--- src/rtl/audio_pkg.sv ---
// Shared audio definitions for the capture path.
//   rec_state_t    : recorder take states (IDLE, ARMED, RECORD, DONE)
//   SAMPLE_W       : codec sample width
//   SAMPLE_ADDR_W  : sample RAM address width
//   sample_t       : signed codec sample
package audio_pkg;

  localparam int SAMPLE_W      = 24;
  localparam int SAMPLE_ADDR_W = 13;

  typedef enum logic [1:0] {
    IDLE   = 2'd0,
    ARMED  = 2'd1,
    RECORD = 2'd2,
    DONE   = 2'd3
  } rec_state_t;

  typedef logic signed [SAMPLE_W-1:0] sample_t;

endpackage

--- src/rtl/stereo_mix_abs.sv ---
// Combinational stereo-to-mono mix plus saturated magnitude.
// Shared with the level meter, so it carries no state.
//   i_left, i_right : signed stereo samples
//   o_mono          : (left + right) >>> 1, exact (no overflow possible)
//   o_magnitude     : |o_mono|, the most negative value saturates to max positive
module stereo_mix_abs
  import audio_pkg::*;
#(
  parameter int DATA_W = SAMPLE_W
) (
  input  logic signed [DATA_W-1:0] i_left,
  input  logic signed [DATA_W-1:0] i_right,
  output logic signed [DATA_W-1:0] o_mono,
  output logic        [DATA_W-2:0] o_magnitude
);

  logic [DATA_W:0]   w_sum;
  logic [DATA_W-1:0] w_neg;

  // One guard bit keeps the sum exact; dropping bit 0 is the arithmetic shift.
  assign w_sum  = {i_left[DATA_W-1], i_left} + {i_right[DATA_W-1], i_right};
  assign o_mono = w_sum[DATA_W:1];

  // Negation only leaves the top bit set for the most negative input,
  // which is exactly the case that must saturate.
  assign w_neg = '0 - o_mono;
  assign o_magnitude = !o_mono[DATA_W-1] ? o_mono[DATA_W-2:0] :
                       w_neg[DATA_W-1]   ? {(DATA_W-1){1'b1}} :
                                           w_neg[DATA_W-2:0];

endmodule

--- src/rtl/sample_recorder.sv ---
// Level-triggered sample recorder between the codec read side and a
// single-port sample RAM write port.
//   CLOCK_50, reset        : clock and synchronous active-high reset
//   arm / stop / abort     : single-cycle control pulses (abort > stop > arm)
//   threshold              : unsigned trigger magnitude
//   read_ready, readdata_* : codec ADC pair; read mirrors read_ready so the
//                            codec FIFO always drains
//   wr_en/wr_addr/wr_data  : RAM write port, one cycle after the sample event
//   length                 : writes issued in the current take (up to 2**ADDR_W)
//   busy / done            : ARMED-or-RECORD / DONE
module sample_recorder
  import audio_pkg::*;
#(
  parameter int ADDR_W = SAMPLE_ADDR_W,
  parameter int DATA_W = SAMPLE_W
) (
  input  logic                     CLOCK_50,
  input  logic                     reset,
  input  logic                     arm,
  input  logic                     stop,
  input  logic                     abort,
  input  logic        [DATA_W-2:0] threshold,
  input  logic                     read_ready,
  input  logic signed [DATA_W-1:0] readdata_left,
  input  logic signed [DATA_W-1:0] readdata_right,
  output logic                     read,
  output logic                     wr_en,
  output logic        [ADDR_W-1:0] wr_addr,
  output logic signed [DATA_W-1:0] wr_data,
  output logic          [ADDR_W:0] length,
  output logic                     busy,
  output logic                     done
);

  rec_state_t                r_state;
  logic                      r_wr_en;
  logic        [ADDR_W-1:0]  r_wr_addr;
  logic signed [DATA_W-1:0]  r_wr_data;
  logic        [ADDR_W:0]    r_length;

  logic signed [DATA_W-1:0]  w_mono;
  logic        [DATA_W-2:0]  w_mag;
  logic                      w_trigger;
  logic                      w_last;

  stereo_mix_abs #(.DATA_W(DATA_W)) u_mix (
    .i_left      (readdata_left),
    .i_right     (readdata_right),
    .o_mono      (w_mono),
    .o_magnitude (w_mag)
  );

  assign read      = read_ready;
  assign w_trigger = read_ready && (w_mag >= threshold);
  // Inside RECORD the count never reaches 2**ADDR_W, so the low bits
  // all-ones means this event fills the final address.
  assign w_last    = (r_length[ADDR_W-1:0] == {ADDR_W{1'b1}});

  always_ff @(posedge CLOCK_50) begin
    // Strobe defaults low; launching a write re-asserts it for one cycle.
    r_wr_en <= 1'b0;
    if (reset) begin
      r_state   <= IDLE;
      r_wr_addr <= '0;
      r_wr_data <= '0;
      r_length  <= '0;
    end else if (abort && (r_state != IDLE)) begin
      r_state  <= IDLE;
      r_length <= '0;
    end else begin
      case (r_state)
        IDLE: begin
          if (arm) begin
            r_state  <= ARMED;
            r_length <= '0;
          end
        end
        ARMED: begin
          if (stop) begin
            r_state <= IDLE;
          end else if (w_trigger) begin
            r_wr_en   <= 1'b1;
            r_wr_addr <= r_length[ADDR_W-1:0];
            r_wr_data <= w_mono;
            r_length  <= r_length + 1'b1;
            r_state   <= RECORD;
          end
        end
        RECORD: begin
          // A sample coincident with stop is still kept.
          if (read_ready) begin
            r_wr_en   <= 1'b1;
            r_wr_addr <= r_length[ADDR_W-1:0];
            r_wr_data <= w_mono;
            r_length  <= r_length + 1'b1;
          end
          if (stop || (read_ready && w_last)) begin
            r_state <= DONE;
          end
        end
        DONE: begin
          if (arm) begin
            r_state  <= ARMED;
            r_length <= '0;
          end
        end
        default: r_state <= IDLE;
      endcase
    end
  end

  assign wr_en   = r_wr_en;
  assign wr_addr = r_wr_addr;
  assign wr_data = r_wr_data;
  assign length  = r_length;
  assign busy    = (r_state == ARMED) || (r_state == RECORD);
  assign done    = (r_state == DONE);

endmodule
--- config.mk ---
export PLATFORM = sky130hd
export DESIGN_NAME = sample_recorder
export DESIGN_NICKNAME = d
export VERILOG_FILES = /design/src/rtl/audio_pkg.sv /design/src/rtl/stereo_mix_abs.sv /design/src/rtl/sample_recorder.sv
export SDC_FILE = /design/constraint.sdc
export NUM_CORES = 1
export LEC_CHECK = 0
export CAP_MARGIN = 10
export CORE_MARGIN = 10
export CORE_UTILIZATION = 25
export DETAILED_ROUTE_END_ITERATION = 6
export PLACE_DENSITY_LB_ADDON = 0.15
export SETUP_SLACK_MARGIN = 0.15
export SLEW_MARGIN = 40
export SYNTH_ARGS = -nofsm -noshare
export SYNTH_HDL_FRONTEND = slang
export SYNTH_HIERARCHICAL = 1
export SYNTH_SLANG_ARGS = --single-unit
--- constraint.sdc ---
create_clock -name CLOCK_50 -period 5.25 [get_ports CLOCK_50]
set_input_delay 0.7875 -clock CLOCK_50 [delete_from_list [all_inputs] [get_ports CLOCK_50]]
set_output_delay 0.7875 -clock CLOCK_50 [all_outputs]
set_load 0.005 [all_outputs]
==> results.yml, run 1 <==
outcome:
  run_status: "completed"
synthesis:
  yosys.area.top_type_share_pct: 20.4
  ffs_latches_synth: 54
  yosys.area.top_type: "sky130_fd_sc_hd__dfxtp_1"
  synth_fp_nets: 831
  synth.cell_area_um2: 5290
  synth.yosys.seq_area_share_pct: 20.4
  synth.yosys.warnings: 6
  synth.top_cells.by_area: "sky130_fd_sc_hd__dfxtp_1 20%, sky130_fd_sc_hd__ha_1 12%, sky130_fd_sc_hd__a21oi_1 7.2%, sky130_fd_sc_hd__nand3_1 6.2%, sky130_fd_sc_hd__o21ai_0 5.3%"
  synth-edff-count: 0
  synth_area_per_cell_um2: 7.54
  async_reset_ff_share_pct: 0
  postSynthCellCount: 701
  synth_flop_cell: "sky130_fd_sc_hd__dfxtp_1"
  yosysUniqueCellTypes: 87
final_layout:
  layout.cells.most_common_list: "146 x sky130_fd_sc_hd__buf_4, 93 x sky130_fd_sc_hd__clkdlybuf4s50_1, 59 x sky130_fd_sc_hd__nand3_1"
  flow.area_growth_from_synthesis_pct: 75.3
  drive_above_1_share_pct: 37.2
  finalNetCount: 1109
  layout.cells.most_common: "sky130_fd_sc_hd__buf_4"
  design_area_um2: 9270
  post_layout_nonfiller_instances: 1255
  layout.filler_cells: 2160
  n_antenna_cell: 0
global_routing:
  initial_antenna_violation_count: 0
  grtUsageTotal_pct: 13.5
  global_route_wire_length_before_repair_um: 30300
  first_global_vias: 5877
  grt_start_max_net_pins: 40
  total_overflow_reported_by_the_global_router: 0
timing:
  rsz0062_at_grt: "true"
  finalCriticalPeriod_ns: 5.03
  worst_slew_margin_rel_pct: 51.9
  holdWs_ns: 0.467
  setup_viol: 0
  maximum_clock_skew_at_final_layout_ns: 0.00831
  highest_clock_rate_mhz: 199
  final.period_utilization_pct: 95.8
  setup_ws_ns: 0.220
  max_slew.worst_pin.slew_ns: 0.714
  drv_slew: 0
  report.final.hold_viol_count: 0
critical_path:
  cp-start-kind: "input port"
  critPathMaxFanout: 6
  worst_setup_path_startpoint: "readdata_left[2]"
  nature_of_the_critical_path_endpoint: "flip-flop"
  reg2reg_depth: 8
  criticalPathCategory: "in2reg"
  r2r-start: "length[0]"
  timing.critical_path.required_ns: 5.41
  cp.arrival_ns: 5.19
clock_tree:
  cts_buffer_depth: 2
  tritoncts_num_sinks: 54
  clock_latency_at_the_later_pin_of_the_worst_skew_pair_ns: 0.30
  clk_pin_slew_worst_paths_ns: 0.08
  cts_root_buf: "sky130_fd_sc_hd__clkbuf_16"
  cts_tree: "done"
  numCtsBuffers: 5
  htree_levels: 2
  postCtsHoldBufs: 0
detailed_routing:
  drt-pass1-iter-count: 4
  vias_per_cell: 4.80
  wirelength_um: 20300
  drc: 0
  initialDrtViolationCount: 225
  vias: 6022
  route.detailed.wl_per_inst_um: 16.2
  ant_nets: 0
placement:
  dp_worst_setup_slack_ns: -0.664
  gp_congestion: 0.804
  dpl.hpwl_um: 15500
  postPlaceCellArea_um2: 7790
  numPortBuffers: 131
  placed_cells: 1201
hold_path:
  worst_hold_path_type: "reg2reg"
  hold_depth: 2
  holdCritStartpoint: "wr_addr[4]"
pwr:
  p_per_area_nw_per_um2: 341
  report.power.total_mw: 3.16
  p_leak_nw: 3.80
  irDropWorstVdd_v: 0.000216
die:
  core_area_um2: 20900
  chipHeight_um: 165
  number_of_placement_rows: 53
  die_footprint_um2: 27400
  ios: 132
  floorplan.initialDensity_pct: 25.3
  fp.dieW_um: 165
job:
  maxCapViolations: 0
-- routing by layer --
metal / share of wire, % / routed length (um) / up-vias / track usage [%]
met5: 0 / 0 / - / 0
met4: 1.2 / 253 / 0 / 2.71
met3: 3.0 / 602 / 14 / 1.46
met2: 51 / 10300 / 100 / 24.0
met1: 45 / 9110 / 2809 / 17.3
li1: - / - / 3099 / -
-- cell usage after synthesis (3+ instances only) --
cell type,n
sky130_fd_sc_hd__a21oi_1,76
sky130_fd_sc_hd__nand3_1,66
sky130_fd_sc_hd__nand2_1,58
sky130_fd_sc_hd__o21ai_0,56
sky130_fd_sc_hd__dfxtp_1,54
sky130_fd_sc_hd__ha_1,52
sky130_fd_sc_hd__inv_1,51
sky130_fd_sc_hd__nor2_1,26
sky130_fd_sc_hd__clkbuf_1,22
sky130_fd_sc_hd__xnor2_1,21
sky130_fd_sc_hd__nand4_1,18
sky130_fd_sc_hd__nor3_1,13
sky130_fd_sc_hd__a21o_1,10
sky130_fd_sc_hd__and2_1,9
sky130_fd_sc_hd__buf_2,9
sky130_fd_sc_hd__o211ai_1,8
sky130_fd_sc_hd__nand2b_1,7
sky130_fd_sc_hd__o21ai_1,7
sky130_fd_sc_hd__nor2b_1,6
sky130_fd_sc_hd__or3_1,6
sky130_fd_sc_hd__a31oi_1,5
sky130_fd_sc_hd__and3_1,5
sky130_fd_sc_hd__xor2_1,5
sky130_fd_sc_hd__a21oi_2,4
sky130_fd_sc_hd__a32o_1,4
sky130_fd_sc_hd__mux2i_1,4
sky130_fd_sc_hd__nand3b_1,4
sky130_fd_sc_hd__a211oi_1,3
sky130_fd_sc_hd__a21boi_1,3
sky130_fd_sc_hd__and3_4,3
sky130_fd_sc_hd__buf_4,3
sky130_fd_sc_hd__buf_6,3
sky130_fd_sc_hd__nor4_4,3
sky130_fd_sc_hd__o31a_1,3
sky130_fd_sc_hd__o31ai_1,3
sky130_fd_sc_hd__xnor2_2,3
sky130_fd_sc_hd__xor2_2,3
-- kinds of logic after synthesis --
family / Yosys count / synth area share (%)
muxes: 5 / 0.970
AOI/OAI and AO/OA: 219 / 26.4
xor gates and xnor gates: 32 / 6.15
and+or+nand+nor: 246 / 25.6
adders and majority gates: 53 / 12.7
buffers and inverters: 92 / 7.76
DFF: 54 / 20.4
-- path summary, 6_finish.rpt --
check | slack, ns | endpoint
worst max-delay path | 0.22 | wr_data[1]
worst min-delay path | 0.47 | wr_addr[4]
worst min register to register | 0.47 | wr_addr[4]
worst max register to register | 2.96 | r_state[1]
-- cell type report --
| class | instances | area, um^2 | share of cell area [%] |
|---|---|---|---|
| flip-flops and latches | 54 | 1080 | 11.7 |
| clock buffers | 5 | 125 | 1.35 |
| well taps | 275 | 344 | 3.71 |
| clock inverters | 3 | 26.3 | 0.283 |
| multi-input cells | 555 | 4650 | 50.2 |
| repair buffers | 310 | 2840 | 30.6 |
| inverters | 53 | 199 | 2.15 |
-- sequential cells by signal, indices dropped and copies added, names as in the netlist --
signal   cells
length      14
wr_addr     13
wr_data     24
r_state      2
wr_en        1
-- metrics by stage --
stage	setup TNS (ns)	util, %
final	0	44.4
after CTS	0	41.0
after detailed placement	-32.49	37.3
after global placement	-27.50	37.3
after floorplan	0	-
after global routing	-0.167	44.4
-- critical path: stages --
cell and delay, ns:
sky130_fd_sc_hd__clkbuf_2 0.11, sky130_fd_sc_hd__ha_4 0.32, sky130_fd_sc_hd__nand4_4 0.16, sky130_fd_sc_hd__a211oi_4 0.31, sky130_fd_sc_hd__nor3_4 0.07, sky130_fd_sc_hd__buf_4 0.14, sky130_fd_sc_hd__buf_6 0.11, sky130_fd_sc_hd__buf_12 0.12
sky130_fd_sc_hd__o21ai_2 0.20, sky130_fd_sc_hd__xor2_2 0.11, sky130_fd_sc_hd__a21oi_2 0.20, sky130_fd_sc_hd__nand3b_4 0.11, sky130_fd_sc_hd__o41a_1 0.41, sky130_fd_sc_hd__o21a_1 0.23, sky130_fd_sc_hd__ha_4 0.28, sky130_fd_sc_hd__and4_1 0.19
sky130_fd_sc_hd__nand4_1 0.14, sky130_fd_sc_hd__nor3_2 0.20, sky130_fd_sc_hd__o31a_1 0.22, sky130_fd_sc_hd__buf_6 0.14, sky130_fd_sc_hd__o211ai_4 0.09, sky130_fd_sc_hd__buf_4 0.19, sky130_fd_sc_hd__buf_4 0.15, sky130_fd_sc_hd__o21ai_0 0.14
sky130_fd_sc_hd__a21oi_1 0.08
-- power breakdown --
part           internal [mW]  leakage [nW]  total (mW)  switching [mW]
Combinational           1.15          3.29        2.27            1.11
Sequential             0.494         0.438       0.547          0.0534
Clock                  0.182        0.0748       0.347           0.165
Total                   1.83          3.80        3.16            1.33
-- repair_timing --
item | 4_1_cts | 5_1_grt
buffers inserted | 21 | 18
cloned | 2 | 4
resized for setup | 120 | 167
pin swaps | 59 | 108
endpoints found under the setup margin | 54 | 54
Note: power is estimated with default switching activity, not from simulation.
==> inputs of run 2 (changes only) <==
--- a/config.mk
+++ b/config.mk
@@ -6,6 +6,8 @@
 export NUM_CORES = 1
 export LEC_CHECK = 0
 export CAP_MARGIN = 10
+export CELL_PAD_IN_SITES_DETAIL_PLACEMENT = 1
+export CELL_PAD_IN_SITES_GLOBAL_PLACEMENT = 1
 export CORE_MARGIN = 10
 export CORE_UTILIZATION = 25
 export DETAILED_ROUTE_END_ITERATION = 6
==> run 2 against run 1 <==
Effect of this change:
- combinational power up 7%
- global-route usage increased by 2.0 points
- largest power group unchanged
- non-clock buffer count rose by 21
- largest cell class unchanged
- critical path type unchanged
==> results.yml, run 2 (synthesis gave the netlist of run 1 again) <==
pwr:
  p_leak_nw: 3.96
  p_per_area_nw_per_um2: 353
  irDropWorstVdd_v: 0.000170
final_layout:
  flow.area_growth_from_synthesis_pct: 81.9
  layout.filler_cells: 2412
  largest_reg_flops: 24
  drive_above_1_share_pct: 39.5
  finalNetCount: 1130
  layout.cells.most_common_list: "166 x sky130_fd_sc_hd__buf_4, 93 x sky130_fd_sc_hd__clkdlybuf4s50_1, 56 x sky130_fd_sc_hd__a21oi_1"
  layout.cells.most_common: "sky130_fd_sc_hd__buf_4"
  n_antenna_cell: 0
timing:
  worst_slew_margin_rel_pct: 49.3
  holdWs_ns: 0.477
  highest_clock_rate_mhz: 196
  rsz0062_at_grt: "true"
  final.period_utilization_pct: 97.2
  setup_viol: 0
  max_slew.worst_pin.slew_ns: 0.752
  setup_tns_ns: 0
  finalCriticalPeriod_ns: 5.10
  report.final.hold_viol_count: 0
  maximum_clock_skew_at_final_layout_ns: 0.00792
  drv_slew: 0
clock_tree:
  cts_buffer_depth: 2
  clock_latency_at_the_later_pin_of_the_worst_skew_pair_ns: 0.31
  numCtsBuffers: 5
  postCtsHoldBufs: 0
  cts_tree: "done"
  tritoncts_num_sinks: 54
  cts_root_buf: "sky130_fd_sc_hd__clkbuf_16"
  clk_pin_slew_worst_paths_ns: 0.07
  htree_levels: 2
detailed_routing:
  vias: 6468
  drt-pass1-iter-count: 4
  wirelength_um: 23700
  drc: 0
  vias_per_cell: 5.07
  ant_nets: 0
  route.detailed.wl_per_inst_um: 18.6
  initialDrtViolationCount: 245
die:
  die_footprint_um2: 27400
  chipHeight_um: 165
  ios: 132
  core_area_um2: 20900
  fp.dieW_um: 165
  number_of_placement_rows: 53
  floorplan.initialDensity_pct: 25.3
critical_path:
  critPathMaxFanout: 7
  critPathMostFrequentCell: "sky130_fd_sc_hd__buf_4"
  r2r-start: "r_state[0]"
  criticalPathCategory: "in2reg"
  cp.arrival_ns: 5.28
  cp-start-kind: "input port"
  reg2reg_depth: 9
  nature_of_the_critical_path_endpoint: "flip-flop"
  timing.critical_path.required_ns: 5.42
  worstReg2RegEnd: "length[12]"
  worst_path_largest_cell_delay_ns: 0.40
  critPathSlowestCell: "sky130_fd_sc_hd__o41a_1"
  worst_setup_path_startpoint: "readdata_right[10]"
  worst-r2r-setup-slack_ns: 2.72
outcome:
  run_status: "completed"
global_routing:
  first_global_vias: 6989
  grtUsageTotal_pct: 15.5
  total_overflow_reported_by_the_global_router: 0
  initial_antenna_violation_count: 0
  grt_start_max_net_pins: 40
  global_route_wire_length_before_repair_um: 34900
placement:
  dpl.hpwl_um: 17300
  gp_congestion: 0.870
  numPortBuffers: 131
hold_path:
  worstHoldEndpoint: "wr_addr[8]"
  holdCritStartpoint: "wr_addr[8]"
  worst_hold_path_type: "reg2reg"
  hold_depth: 2
job:
  maxCapViolations: 0
==> run 2: stage by stage <==
stage	power [mW]	setup slack [ns]	utilization [%]	std cells	cell area (um^2)
after detailed placement	2.27	-0.757	37.3	1201	7780
after floorplan	1.47	0.182	-	701	5290
after CTS	3.01	0.185	42.3	1240	8830
final	3.39	0.145	46.0	1276	9620
after global routing	3.61	-0.101	46.0	1276	9620
after global placement	2.21	-0.650	37.3	1201	7780
==> run 2: cell type report <==
class                   count  area [um^2]  share of cell area [%]
clock buffers               5          125                    1.30
inverters                  53          201                    2.09
clock inverters             3         43.8                   0.455
multi-input cells         555         4760                    49.5
well taps                 275          344                    3.58
repair buffers            331         3060                    31.9
flip-flops and latches     54         1080                    11.2
==> run 2: timing repair <==
action                     in CTS  in global routing
buffers inserted               28                 32
gates resized for setup       153                136
setup endpoints to repair      54                 54
cloned                          3                  4
pin swaps                      56                 68
==> run 2: worst max path at each step <==
stage | slack, ns | depth (start not counted) | endpoint
2_1_floorplan | 0.18 | 20 | length[10]
3_3_place_gp | -0.65 | 22 | length[4]
3_5_place_dp | -0.76 | 22 | length[4]
4_1_cts | 0.19 | 24 | wr_data[17]
5_1_grt | -0.10 | 25 | wr_data[0]
6_report | 0.15 | 25 | wr_data[19]
==> run 2: per-layer routing <==
| layer | track usage (%) | routed length (um) |
|---|---|---|
| met5 | 0 | 0 |
| met1 | 17.0 | 9320 |
| met3 | 2.38 | 961 |
| met2 | 29.3 | 12800 |
| met4 | 5.75 | 611 |
==> run 2: power by group <==
part,leakage [nW],switching [mW],internal [mW]
Sequential,0.438,0.0622,0.494
Clock,0.0842,0.166,0.226
Combinational,3.44,1.20,1.24
Total,3.96,1.43,1.96
==> run 2: critical path, delay by kind of cell <==
family                     cells  cell delay [ns]
AOI/OAI and AO/OA              8             1.60
xor gates and xnor gates       1             0.19
adders and majority gates      2             0.54
buffers and inverters          7             1.14
and+or+nand+nor                7             0.97
